[config.mk]
export PLATFORM = sky130hd
export DESIGN_NAME = vram_ram_clear
export DESIGN_NICKNAME = d
export VERILOG_FILES = /design/src/rtl/vram_ram_clear.sv
export SDC_FILE = /design/constraint.sdc
export NUM_CORES = 2
export LEC_CHECK = 0
export BUFFER_PORTS_ARGS = -buffer_cell sky130_fd_sc_hd__buf_2
export CAP_MARGIN = 25
export CORE_ASPECT_RATIO = 0.6
export CORE_MARGIN = 10
export CORE_UTILIZATION = 40
export DETAILED_ROUTE_END_ITERATION = 12
export PLACE_DENSITY = 0.65
export SLEW_MARGIN = 10
export SYNTH_ARGS = -nofsm -noshare
export SYNTH_HDL_FRONTEND = slang
export SYNTH_SLANG_ARGS = --single-unit
[constraint.sdc]
create_clock -name clk -period 12.9 [get_ports clk]
set_clock_uncertainty 0.1 [all_clocks]
set_input_delay 1.935 -clock clk [delete_from_list [all_inputs] [get_ports clk]]
set_output_delay 1.935 -clock clk [all_outputs]
set_load 0.005 [all_outputs]
[src/rtl/vram_ram_clear.sv]
// Single-clock video RAM: one write port, one registered read port with a
// valid strobe, selectable read-during-write behaviour and a clear sequencer
// that fills every location with CLEAR_VALUE after reset or on request.
module vram_ram_clear #(
    parameter int unsigned            DATA_WIDTH     = 8,
    parameter int unsigned            ADDR_WIDTH     = 8,
    parameter logic [DATA_WIDTH-1:0]  CLEAR_VALUE    = '0,
    parameter bit                     CLEAR_ON_RESET = 1'b1,
    parameter bit                     WRITE_FIRST    = 1'b1
) (
    input  logic                  clk,
    input  logic                  reset_n,
    input  logic [DATA_WIDTH-1:0] data,
    input  logic [ADDR_WIDTH-1:0] write_addr,
    input  logic                  we,
    input  logic [ADDR_WIDTH-1:0] read_addr,
    input  logic                  re,
    input  logic                  clear_req,
    output logic [DATA_WIDTH-1:0] q,
    output logic                  q_valid,
    output logic                  busy
);

    localparam int unsigned DEPTH = 2 ** ADDR_WIDTH;

    typedef enum logic {
        IDLE  = 1'b0,
        CLEAR = 1'b1
    } state_t;

    state_t                  state;
    logic [ADDR_WIDTH-1:0]   clr_addr;

    logic [DATA_WIDTH-1:0]   mem [DEPTH];
    logic [DATA_WIDTH-1:0]   ram_q;

    // Bypass / output-qualification registers that sit after the RAM.
    logic                    q_loaded;
    logic                    byp_sel;
    logic [DATA_WIDTH-1:0]   byp_data;

    // Port arbitration: the clear sequencer owns the write port while busy.
    logic                    wr_en_c;
    logic [ADDR_WIDTH-1:0]   wr_addr_c;
    logic [DATA_WIDTH-1:0]   wr_data_c;
    logic                    rd_en_c;

    // Single write mux (clear vs. external) and read acceptance; nothing is
    // accepted while reset is asserted.
    always_comb begin
        wr_en_c   = 1'b0;
        wr_addr_c = write_addr;
        wr_data_c = data;
        rd_en_c   = 1'b0;
        if (reset_n) begin
            if (state == CLEAR) begin
                wr_en_c   = 1'b1;
                wr_addr_c = clr_addr;
                wr_data_c = CLEAR_VALUE;
            end else begin
                wr_en_c   = we;
                rd_en_c   = re;
            end
        end
    end

    // Clear sequencer: walks every address once, then returns to IDLE.
    always_ff @(posedge clk) begin
        if (!reset_n) begin
            clr_addr <= '0;
            state    <= CLEAR_ON_RESET ? CLEAR : IDLE;
            busy     <= CLEAR_ON_RESET;
        end else begin
            case (state)
                IDLE: begin
                    if (clear_req) begin
                        state    <= CLEAR;
                        busy     <= 1'b1;
                        clr_addr <= '0;
                    end
                end
                CLEAR: begin
                    if (clr_addr == '1) begin
                        state    <= IDLE;
                        busy     <= 1'b0;
                        clr_addr <= '0;
                    end else begin
                        clr_addr <= clr_addr + ADDR_WIDTH'(1);
                    end
                end
                default: begin
                    state    <= IDLE;
                    busy     <= 1'b0;
                    clr_addr <= '0;
                end
            endcase
        end
    end

    // Storage write port.
    always_ff @(posedge clk) begin
        if (wr_en_c) begin
            mem[wr_addr_c] <= wr_data_c;
        end
    end

    // Registered RAM read; holds when no read is accepted (old-data semantics).
    always_ff @(posedge clk) begin
        if (rd_en_c) begin
            ram_q <= mem[read_addr];
        end
    end

    // Read strobe and bypass selection for same-address read-during-write.
    always_ff @(posedge clk) begin
        if (!reset_n) begin
            q_valid  <= 1'b0;
            q_loaded <= 1'b0;
            byp_sel  <= 1'b0;
            byp_data <= '0;
        end else begin
            q_valid <= rd_en_c;
            if (rd_en_c) begin
                q_loaded <= 1'b1;
                byp_sel  <= WRITE_FIRST && wr_en_c && (write_addr == read_addr);
                byp_data <= data;
            end
        end
    end

    // Output mux after the RAM: zero until the first read, bypass on collision.
    assign q = !q_loaded ? '0 : (byp_sel ? byp_data : ram_q);

endmodule

# After elaboration in Yosys (flattened, before gate mapping)
# Memory sizes are Yosys's and may differ from the RTL's. A register that Yosys moved wholly into a read port is not among the register bits.
# Cells that the tools add are included.
# Widths: inputs -> output; s select.
dict set report word_totals {
  in_bits 29
  ff_bits 21
  mem_count 1
  ram_bits 2048
}
dict set report classes {
  n_mux 21
  reduce_logical 2
  n_addsub 1
  n_bitwise 1
  n_eq_ne 4
}
# name words width read_ports rd_ports_with_merged_regs wr line_no
set memory_table {}
lappend memory_table {mem 256 8 1 1 1 34} ;# logic [DATA_WIDTH-1:0] mem [DEPTH];
# operator n
set op_table {}
lappend op_table {{$mux 8} 8}
lappend op_table {{$pmux 8 s2} 1}
lappend op_table {{$mux 1} 10}
lappend op_table {{$add 8x1->8 const B} 1}
lappend op_table {{$eq 8x8->1} 1}
lappend op_table {{$eq 8x8->1 const B} 1}
lappend op_table {{$pmux 1 s2} 2}
lappend op_table {{$ne 2x1->1 const B} 1}
lappend op_table {{$ne 2x2->1 const B} 1}
lappend op_table {{$reduce_and 2->1} 1}
lappend op_table {{$logic_and 1x1->1} 1}
lappend op_table {{$not 1->1} 1}

# Longest topological paths before layout
dict set report logic_depth {
  ltp_word 4
  mapped_depth 11
  depth_no_buf 7
}

# Worst setup path after synthesis
# OpenSTA, ideal clock, no wires.
dict set report synth_path {
  path_kind {in2reg}
  startpoint {in reset_n}
  endpoint {mem mem[0][0], data pin}
  arrival_time_ns 5.629
  stages 3
  slack_ns 6.302
  setup_time_ns 0.869
  path_buffers 1
  t_required_ns 11.931
  cell_sequence {nand2_1 clkbuf_1 and2_1}
}
dict set report synth_via {
  elab_chain_cells 1
}
# item line_no
set synth_lines {}
lappend synth_lines {{start, declared} 12} ;# input logic reset_n,
lappend synth_lines {{$mux 8} 55} ;# if (reset_n) begin
lappend synth_lines {{named net wr_data_c[0]} 45} ;# logic [DATA_WIDTH-1:0] wr_data_c;
lappend synth_lines {{end, declared} 34}
# The timed path passes the listed nets, and every way through them passes these cells.

==> impl_metrics.ini <==
[floorplanning]
die_height_um = 368.2
pin_count = 39
start_util_pct = 40.34
die_x_um = 600.4
core_mm2 = 0.2004
rows = 127
dieArea_mm2 = 0.2211

[clock_network]
ctsResizeCount = 0
clock-sinks = 2077
cts_hold_buf = 0
root_buffer = clkbuf_16
clockBufferDepth = 4
cts_max_level = 4
path_clk_slew_ps = 70
cts_tree = yes
cts_setup_buffers = 0
insertion_delay_ps = 810
numCtsBuffers = 182

[setup_path]
end_kind = flop
slowest_stage = nor4_1
reg2reg_from = state
startpoint_type = input port
cp_cell_sequence = buf_8 > buf_4 > buf_4 > buf_12 > mux4_2 > a22oi_1 > a21oi_1 > nor4_1 > nor4_1
critPathMaxFanout = 131
worstSetupEndpoint = ram_q[5]
cp.arrival_ps = 6440
path_class = input port to flop
reg2reg_slack_ps = 8380
cp.required_ps = 13310
startpoint = read_addr[1]
r2r_cells = 6
reg2reg_to = mem[10][3]
critical_path.max_stage_delay_ps = 800

[cells_and_area]
nets = 4029
drive_gt1_share_pct = 20.47
regArea_mm2 = 0.06216
fillers = 16717
design_area_mm2 = 0.08942
utilization_pct = 44.62
areaGrowthSynthToFinish_pct = 10.61
multi_input_area_mm2 = 0.01730

[sta]
max_freq_mhz = 165.9
final-hold-violation-count = 0
setup_tns_ps = 0
maxSlewHeadroom_pct = 24.45
layout_min_cycle_time_ps = 6029
worst_pin_slew_ps = 1130
rsz0062_at_grt = false
drv_slew = 0
setup_viol = 0
timing.final.crit_share_pct = 46.73
hold_slack_ps = 366.6

[grt]
grt_max_degree = 132
track_usage_pct = 18.41
grt_pass1_wl_um = 300000
grt_remaining_overflow = 0
grt_antenna_before_repair = 16
grt_pass1_vias = 39271

[synthesis]
ys_seq_area_share_pct = 76.89
synth_area_mm2 = 0.08084
synth.distinct_cells = 59
synth_ff_type = edfxtp_1
synth_nets = 3944
ys_seq_elements = 2077
synth_edf_count = 2056
yosysWarnings = 0
netlist_instances = 3914
ys_async_sr_fraction_pct = 0
syn_avg_cell_area_um2 = 20.65

[pwr]
p_int_mw = 10.43
combPwrFrac_pct = 5.1
p_switching_mw = 2.866
clkPwrFrac_pct = 39.1
peakVddDrop_uv = 109.8
power.leakage_nw = 27.43
p_seq_share_pct = 55.8
swShare_pct = 21.55
powerDensity_mw_per_mm2 = 148.7

[detailed_routing]
dr.pass1.iters = 6
vias_per_cell = 5.959
drtIter0Drc = 6090
num_vias = 40772
route.detailed.drc = 0
ant_nets = 0
drt_wl_total_um = 210300
wl_per_cell_um = 30.74

[run]
cap_violations = 0

[placed_design]
dp_hpwl_um = 132000
numPortBuffers = 38
placed_cell_area_mm2 = 0.08381
gp_congestion = 0.8635

[hold_path]
hp-class = flop to flop

[outcome]
outcome = complete, no violations
-- cell type report --
type	instances	share of cell area, %
diodes	6	0.01679
flip-flops and latches	2077	69.52
repair buffers	145	1.258
well taps	2709	3.791
inverters	4	0.01679
clock inverters	77	0.6003
clock buffers	235	5.457
multi-input cells	1589	19.34
-- cell usage in the layout (no fill, tap or decap), types with 36 or more instances in the layout --
cell type,count
mux4_2,427
a22oi_1,192
edfxtp_1,2056
a21oi_1,110
nor2_1,303
clkinv_1,36
buf_4,87
nand2_1,79
buf_2,40
clkbuf_1,46
mux2i_1,119
clkbuf_16,187
-- cell families (layout without fill, tap and decap cells) --
family,after synthesis,in the layout,synth area share (%)
AO/OA/AOI/OAI,465,465,3.924
buffers and inverters,248,461,1.854
adder cells (fa/ha/maj),1,1,0.01548
multiplexers,580,580,14.27
other,0,6,0
AND/OR/NAND/NOR,535,535,2.955
flip-flops,2077,2077,76.89
XOR/XNOR,8,8,0.08668
-- worst min path at each step --
stage	start	endpoint	slack, ps	depth (start not counted)
global route	byp_data[0]	byp_data[0]	380	2
floorplan	byp_data[7]	byp_data[7]	340	2
global placement	byp_data[0]	byp_data[0]	350	2
detailed placement	byp_data[0]	byp_data[0]	360	2
CTS	byp_data[0]	byp_data[0]	370	2
finish	byp_data[0]	byp_data[0]	370	2
-- power groups by stage --
stage | clock [mW] | sequential [mW] | combinational (mW)
3_5_place_dp | 0 | 7.57 | 0.661
6_report | 5.20 | 7.42 | 0.678
4_1_cts | 5.25 | 7.42 | 0.662
3_3_place_gp | 0 | 7.57 | 0.648
2_1_floorplan | 0 | 7.59 | 0.405
5_1_grt | 5.53 | 7.42 | 0.711
-- through the flow --
step                      worst slack [ps]  std cells  power, mW
after detailed placement              6115       6509      8.233
after CTS                             6962       6821      13.34
final                                 6871       6842      13.30
after global routing                  6751       6837      13.66
after global placement                5564       6492      8.219
after floorplan                       6302       3914      7.999
-- Yosys cell counts, drive strengths merged (4+ instances only) --
cell | instances | area [µm²]
buf | 155 | 1142
and3b | 4 | 35.03
o22ai | 15 | 93.84
and2 | 16 | 100.1
o21bai | 6 | 45.04
mux2 | 11 | 123.9
a221oi | 15 | 131.4
nand4 | 4 | 25.02
a21oi | 110 | 550.5
a21boi | 11 | 82.58
nor2b | 17 | 106.4
or2 | 4 | 25.02
and3 | 6 | 37.54
nand2b | 10 | 62.56
o21a | 4 | 30.03
a211oi | 13 | 97.59
a22oi | 192 | 1441
or3 | 5 | 31.28
nor4 | 34 | 212.7
xnor2 | 5 | 43.79
nand2 | 79 | 296.5
o21ai | 35 | 175.2
mux4 | 450 | 10220
clkbuf | 89 | 341.6
edfxtp | 2056 | 61740
nand3b | 13 | 97.59
mux2i | 119 | 1191
o221ai | 32 | 280.3
nor2 | 305 | 1145
o31ai | 6 | 45.04
dfxtp | 21 | 420.4
a31oi | 14 | 87.58
nand3 | 29 | 145.1
o211a | 5 | 50.05
-- registers in the layout, summed over array words and instances, names as in the netlist --
register / count
ram_q: 8
byp_sel: 1
q_valid: 1
state: 1
busy: 1
clr_addr: 8
mem: 2048
q_loaded: 1
byp_data: 8
-- critical path: cells and delay by family --
kind,cells,cell delay [ps]
buf+inv,4,2260
simple gates,2,960
compound gates,2,540
mux,1,420
-- metal layers --
metal	track usage [%]	vias up	part of all wire, %
met3	7.109	265	14
met4	3.006	2	1.6
met2	24.18	2383	40
met1	29.01	21660	44
met5	0	-	0.0052
li1	-	16462	-
(Power assumes the default switching activity.)
